===== src/rtl/adder_result_stage.sv =====
// Two-entry skid buffer for adder results with sticky carry/overflow flags
// and a saturating overflow counter; in_ready is registered.
module adder_result_stage #(
  parameter int N = 32
) (
  input  logic         clk,
  input  logic         rst_n,
  input  logic         in_valid,
  output logic         in_ready,
  input  logic [N-1:0] in_sum,
  input  logic         in_carry,
  input  logic         in_overflow,
  output logic         out_valid,
  input  logic         out_ready,
  output logic [N-1:0] out_sum,
  output logic         out_carry,
  output logic         out_overflow,
  input  logic         clr_sticky,
  output logic         sticky_carry,
  output logic         sticky_overflow,
  output logic [15:0]  ovf_count
);

  typedef enum logic [1:0] {EMPTY, ONE, FULL} state_t;

  state_t        state_q, state_d;
  logic          in_ready_q, out_valid_q;
  logic          accept, xfer;
  logic          load_main_in, load_skid_in, load_main_skid;

  logic [N-1:0]  main_sum_p0, skid_sum_p0;
  logic          main_carry_p0, skid_carry_p0;
  logic          main_ovf_p0, skid_ovf_p0;

  logic          sticky_carry_q, sticky_ovf_q;
  logic [15:0]   ovf_count_q;

  function automatic logic [15:0] sat_inc(input logic [15:0] c);
    sat_inc = (c == 16'hFFFF) ? c : c + 16'd1;
  endfunction

  assign accept = in_valid & in_ready_q;
  assign xfer   = out_valid_q & out_ready;

  always_comb begin
    state_d        = state_q;
    load_main_in   = 1'b0;
    load_skid_in   = 1'b0;
    load_main_skid = 1'b0;
    unique case (state_q)
      EMPTY: begin
        if (accept) begin
          state_d      = ONE;
          load_main_in = 1'b1;
        end
      end
      ONE: begin
        if (accept && !xfer) begin
          state_d      = FULL;
          load_skid_in = 1'b1;
        end else if (accept && xfer) begin
          load_main_in = 1'b1;
        end else if (xfer) begin
          state_d = EMPTY;
        end
      end
      FULL: begin
        if (xfer) begin
          state_d        = ONE;
          load_main_skid = 1'b1;
        end
      end
      default: state_d = EMPTY;
    endcase
  end

  // Control stage: state, handshake flags, sticky flags and counter
  always_ff @(posedge clk or negedge rst_n) begin
    if (!rst_n) begin
      state_q        <= EMPTY;
      in_ready_q     <= 1'b1;
      out_valid_q    <= 1'b0;
      sticky_carry_q <= 1'b0;
      sticky_ovf_q   <= 1'b0;
      ovf_count_q    <= 16'd0;
    end else begin
      state_q        <= state_d;
      in_ready_q     <= (state_d != FULL);
      out_valid_q    <= (state_d != EMPTY);
      // a setting accept wins over a simultaneous clear
      sticky_carry_q <= (sticky_carry_q & ~clr_sticky) | (accept & in_carry);
      sticky_ovf_q   <= (sticky_ovf_q & ~clr_sticky) | (accept & in_overflow);
      if (clr_sticky)
        ovf_count_q <= (accept && in_overflow) ? 16'd1 : 16'd0;
      else if (accept && in_overflow)
        ovf_count_q <= sat_inc(ovf_count_q);
    end
  end

  // Main register stage: oldest entry, cleared by reset so outputs read zero
  always_ff @(posedge clk or negedge rst_n) begin
    if (!rst_n) begin
      main_sum_p0   <= '0;
      main_carry_p0 <= 1'b0;
      main_ovf_p0   <= 1'b0;
    end else if (load_main_in) begin
      main_sum_p0   <= in_sum;
      main_carry_p0 <= in_carry;
      main_ovf_p0   <= in_overflow;
    end else if (load_main_skid) begin
      main_sum_p0   <= skid_sum_p0;
      main_carry_p0 <= skid_carry_p0;
      main_ovf_p0   <= skid_ovf_p0;
    end
  end

  // Skid register stage: only read while FULL, so it needs no reset
  always_ff @(posedge clk) begin
    if (load_skid_in) begin
      skid_sum_p0   <= in_sum;
      skid_carry_p0 <= in_carry;
      skid_ovf_p0   <= in_overflow;
    end
  end

  assign in_ready        = in_ready_q;
  assign out_valid       = out_valid_q;
  assign out_sum         = main_sum_p0;
  assign out_carry       = main_carry_p0;
  assign out_overflow    = main_ovf_p0;
  assign sticky_carry    = sticky_carry_q;
  assign sticky_overflow = sticky_ovf_q;
  assign ovf_count       = ovf_count_q;

endmodule


===== config.mk =====
export PLATFORM = sky130hd
export DESIGN_NAME = adder_result_stage
export DESIGN_NICKNAME = d
export VERILOG_FILES = /design/src/rtl/adder_result_stage.sv
export SDC_FILE = /design/constraint.sdc
export NUM_CORES = 1
export LEC_CHECK = 0
export ABC_AREA = 1
export BUFFER_PORTS_ARGS = -buffer_cell sky130_fd_sc_hd__buf_2
export CAP_MARGIN = 5
export CORE_ASPECT_RATIO = 1.2
export CORE_UTILIZATION = 53
export CTS_CLUSTER_DIAMETER = 40
export DETAILED_ROUTE_END_ITERATION = 16
export GPL_ROUTABILITY_DRIVEN = 1
export PLACE_DENSITY_LB_ADDON = 0.12
export SLEW_MARGIN = 20
export SYNTH_ARGS = -nofsm -noshare
export SYNTH_HDL_FRONTEND = slang
export SYNTH_SLANG_ARGS = --single-unit
export TNS_END_PERCENT = 50

===== constraint.sdc =====
create_clock -name clk -period 2.95 [get_ports clk]
set_input_delay 0.295 -clock clk [delete_from_list [all_inputs] [get_ports clk]]
set_output_delay 0.295 -clock clk [all_outputs]
set_load 0.01 [all_outputs]

==> flow_summary.toml <==
[status]
status = "complete, no violations"

[critical_path]
critPathKind = "flip-flop to flip-flop"
reg2reg_from = "in_ready"
r2r_cells = 5
cp.required_ns = 3.00
reg2reg_slack_ns = 1.01
critPathMaxFanout = 22
crit_arrival_ns = 1.99
crit-reg2reg-capture = "skid_sum_p0[11]"
endpoint_kind = "flip-flop"
startpoint_type = "flip-flop"

[detailed_routing]
vias_per_cell = 5.44
wirelength_um = 8780
firstDrtPassIters = 4
drc = 0
vias = 3234
drtIter0Drc = 205
postRouteAntennaNets = 0
wl_per_cell_um = 14.8

[timing]
worst_pin_slew_ns = 0.625
worst_slack_ns = 1.01
clock_skew_ns = 0.00970
setup_viol = 0
rsz0062_at_grt = "no"
tns_ns = 0
fin_crit_sh_pct = 65.8
min_period_ns = 1.94
fmax_mhz = 515
timing.slew.headroom_pct = 58.2
slew_viol_final = 0
finalHoldViolCount = 0

[clocking]
htreeDepth = 3
clk_latency_ns = 0.35
post_cts_buffers = 0
holdBufCountCts = 1
path_clk_slew_ns = 0.09
postCtsResizedCells = 0
cts.path.max_buffers = 2
clock_sinks = 90
cts_buffers = 9
cts_tree = "built"
cts_root_buf = "clkbuf_8"

[yosys]
synth_edf_count = 34
synth_fp_nets = 449
synth.most_common_cell = "nand3_1"
yosys.area.top_type = "dfrtp_1"
synth.cells.most_frequent = "117 x nand3_1, 93 x nand2_1, 55 x dfrtp_1, 34 x edfxtp_1, 29 x inv_1"
yosysUniqueCellTypes = 23
synthesis.area_um2 = 3920
synth_top_flop_cell = "dfrtp_1"
synth.area.top_cells = "dfrtp_1 35%, edfxtp_1 26%, nand3_1 15%"
synth-seq-area-share_pct = 61.9
synth.top_cell.area_share_pct = 35.1
avgSynthCellArea_um2 = 9.58
ys_warn_count = 0
ys_ff_latch = 90
async_flop_share_pct = 62.2
syn-instance-count = 409

[global_routing]
grt-ovfl-total = 0
grt_usage_pct = 24.8
grt_pass1_wl_um = 14500
antenna_found_initial = 0
grt_pass1_vias = 3061
grt_max_degree = 39

[power_and_ir_drop]
clkPwrFrac_pct = 22.6
power_density_nw_per_um2 = 849
max-vdd-ir-drop_uv = 506
seqPwrFrac_pct = 46.0
p_comb_share_pct = 31.3
p_int_mw = 2.58
power.net_switching_mw = 1.40
switching_share_pct = 35.2
leakage_nw = 2.23

[floorplan]
rows = 33
pin_count = 93
die-area_um2 = 7740
start_util_pct = 56.1
die_h_um = 96.2
coreArea_um2 = 6980
die_width_um = 80.5

[finish]
area_growth_pct = 19.8
layout-drive-gt1-share_pct = 24.4
stdcell_count = 595
nFillCells = 580
fin_area_um2 = 4690
antennaDiodeCount = 0
nets = 543
final_core_util_pct = 67.2

[flow_run]
max-cap-violations = 0

[min_path]
hold_class = "input pin to flip-flop"
holdPathEnd = "skid_sum_p0[28]"
min-delay-start = "in_sum[28]"
holdPathStages = 1

[placement]
place_ws_ns = 1.01
place_area_um2 = 4460
dp_hpwl_um = 5950
place_inst = 578
portBuffers = 92
gp_congestion = 0.899
==> through the flow <==
stage / hold slack, ns / total power [mW]
2_1_floorplan: -0.000591 / 2.61
3_3_place_gp: 0.267 / 3.07
3_5_place_dp: 0.267 / 3.12
4_1_cts: 0.113 / 4.03
5_1_grt: 0.101 / 4.26
6_report: 0.130 / 3.99
==> routing by layer <==
layer	global-route usage [%]	share of wire [%]	vias up
met5	0	0	-
met4	7.74	1.1	0
met3	5.59	5.5	11
met2	40.8	50	107
met1	32.8	43	1544
li1	-	-	1572
==> cell families after synthesis <==
group / after synthesis / synth area share, %
AO/OA/AOI/OAI: 19 / 2.81
buffers and inverters: 49 / 5.46
adder cells (fa/ha/maj): 1 / 0.319
AND/OR/NAND/NOR: 244 / 28.2
flip-flops: 90 / 61.9
XOR/XNOR: 6 / 1.34
==> layout by cell type, fill, tap and decap left out, types with 2 or more instances in the layout <==
master,Yosys,routed
dfrtp_1,55,55
o211ai_1,3,3
nand4_1,7,7
xor2_1,6,6
o21ai_0,13,13
inv_1,29,29
nand3_1,117,117
clkbuf_8,0,10
edfxtp_1,34,34
buf_4,0,9
nor2_1,22,21
buf_2,6,92
nand3_2,2,2
nand2_1,93,93
==> how the worst max path moves through the flow <==
stage             start         endpoint  slack [ns]
3_3_place_gp   in_ready  skid_sum_p0[30]        1.03
6_report       in_ready  skid_sum_p0[11]        1.01
4_1_cts        in_ready  skid_sum_p0[26]         1.0
3_5_place_dp   in_ready  skid_sum_p0[30]        1.01
5_1_grt        in_ready  skid_sum_p0[12]        0.88
2_1_floorplan  in_ready    skid_carry_p0        0.30
==> power by group through the flow <==
stage | logic [mW] | registers (mW) | clock network [mW]
after floorplan | 0.639 | 1.97 | 0
after global placement | 1.23 | 1.85 | 0
after detailed placement | 1.27 | 1.86 | 0
after CTS | 1.27 | 1.83 | 0.926
after global routing | 1.40 | 1.87 | 0.985
final | 1.25 | 1.84 | 0.903
==> cell type report <==
| cell class | count | area [µm²] | share of cell area, % |
|---|---|---|---|
| Clock buffer | 12 | 166 | 3.55 |
| Clock inverter | 4 | 55.1 | 1.17 |
| Inverter | 30 | 113 | 2.40 |
| Multi-Input combinational cell | 270 | 1290 | 27.4 |
| Sequential cell | 90 | 2420 | 51.7 |
| Tap cell | 87 | 109 | 2.32 |
| Timing Repair Buffer | 102 | 538 | 11.5 |
==> critical path, stage by stage, from the launching register on <==
cell and delay (ns):
dfstp_2 0.54, nand2_1 0.06, inv_1 0.11, nand2_1 0.10, nor2_4 0.49, buf_4 0.34
==> sequential cells by signal (all words and copies together) (netlist names), 2 cells and up <==
| signal | flops |
|---|---|
| out_sum | 32 |
| ovf_count | 16 |
| state_q | 2 |
| skid_sum_p0 | 32 |
Power figures use the tool's default switching activity.
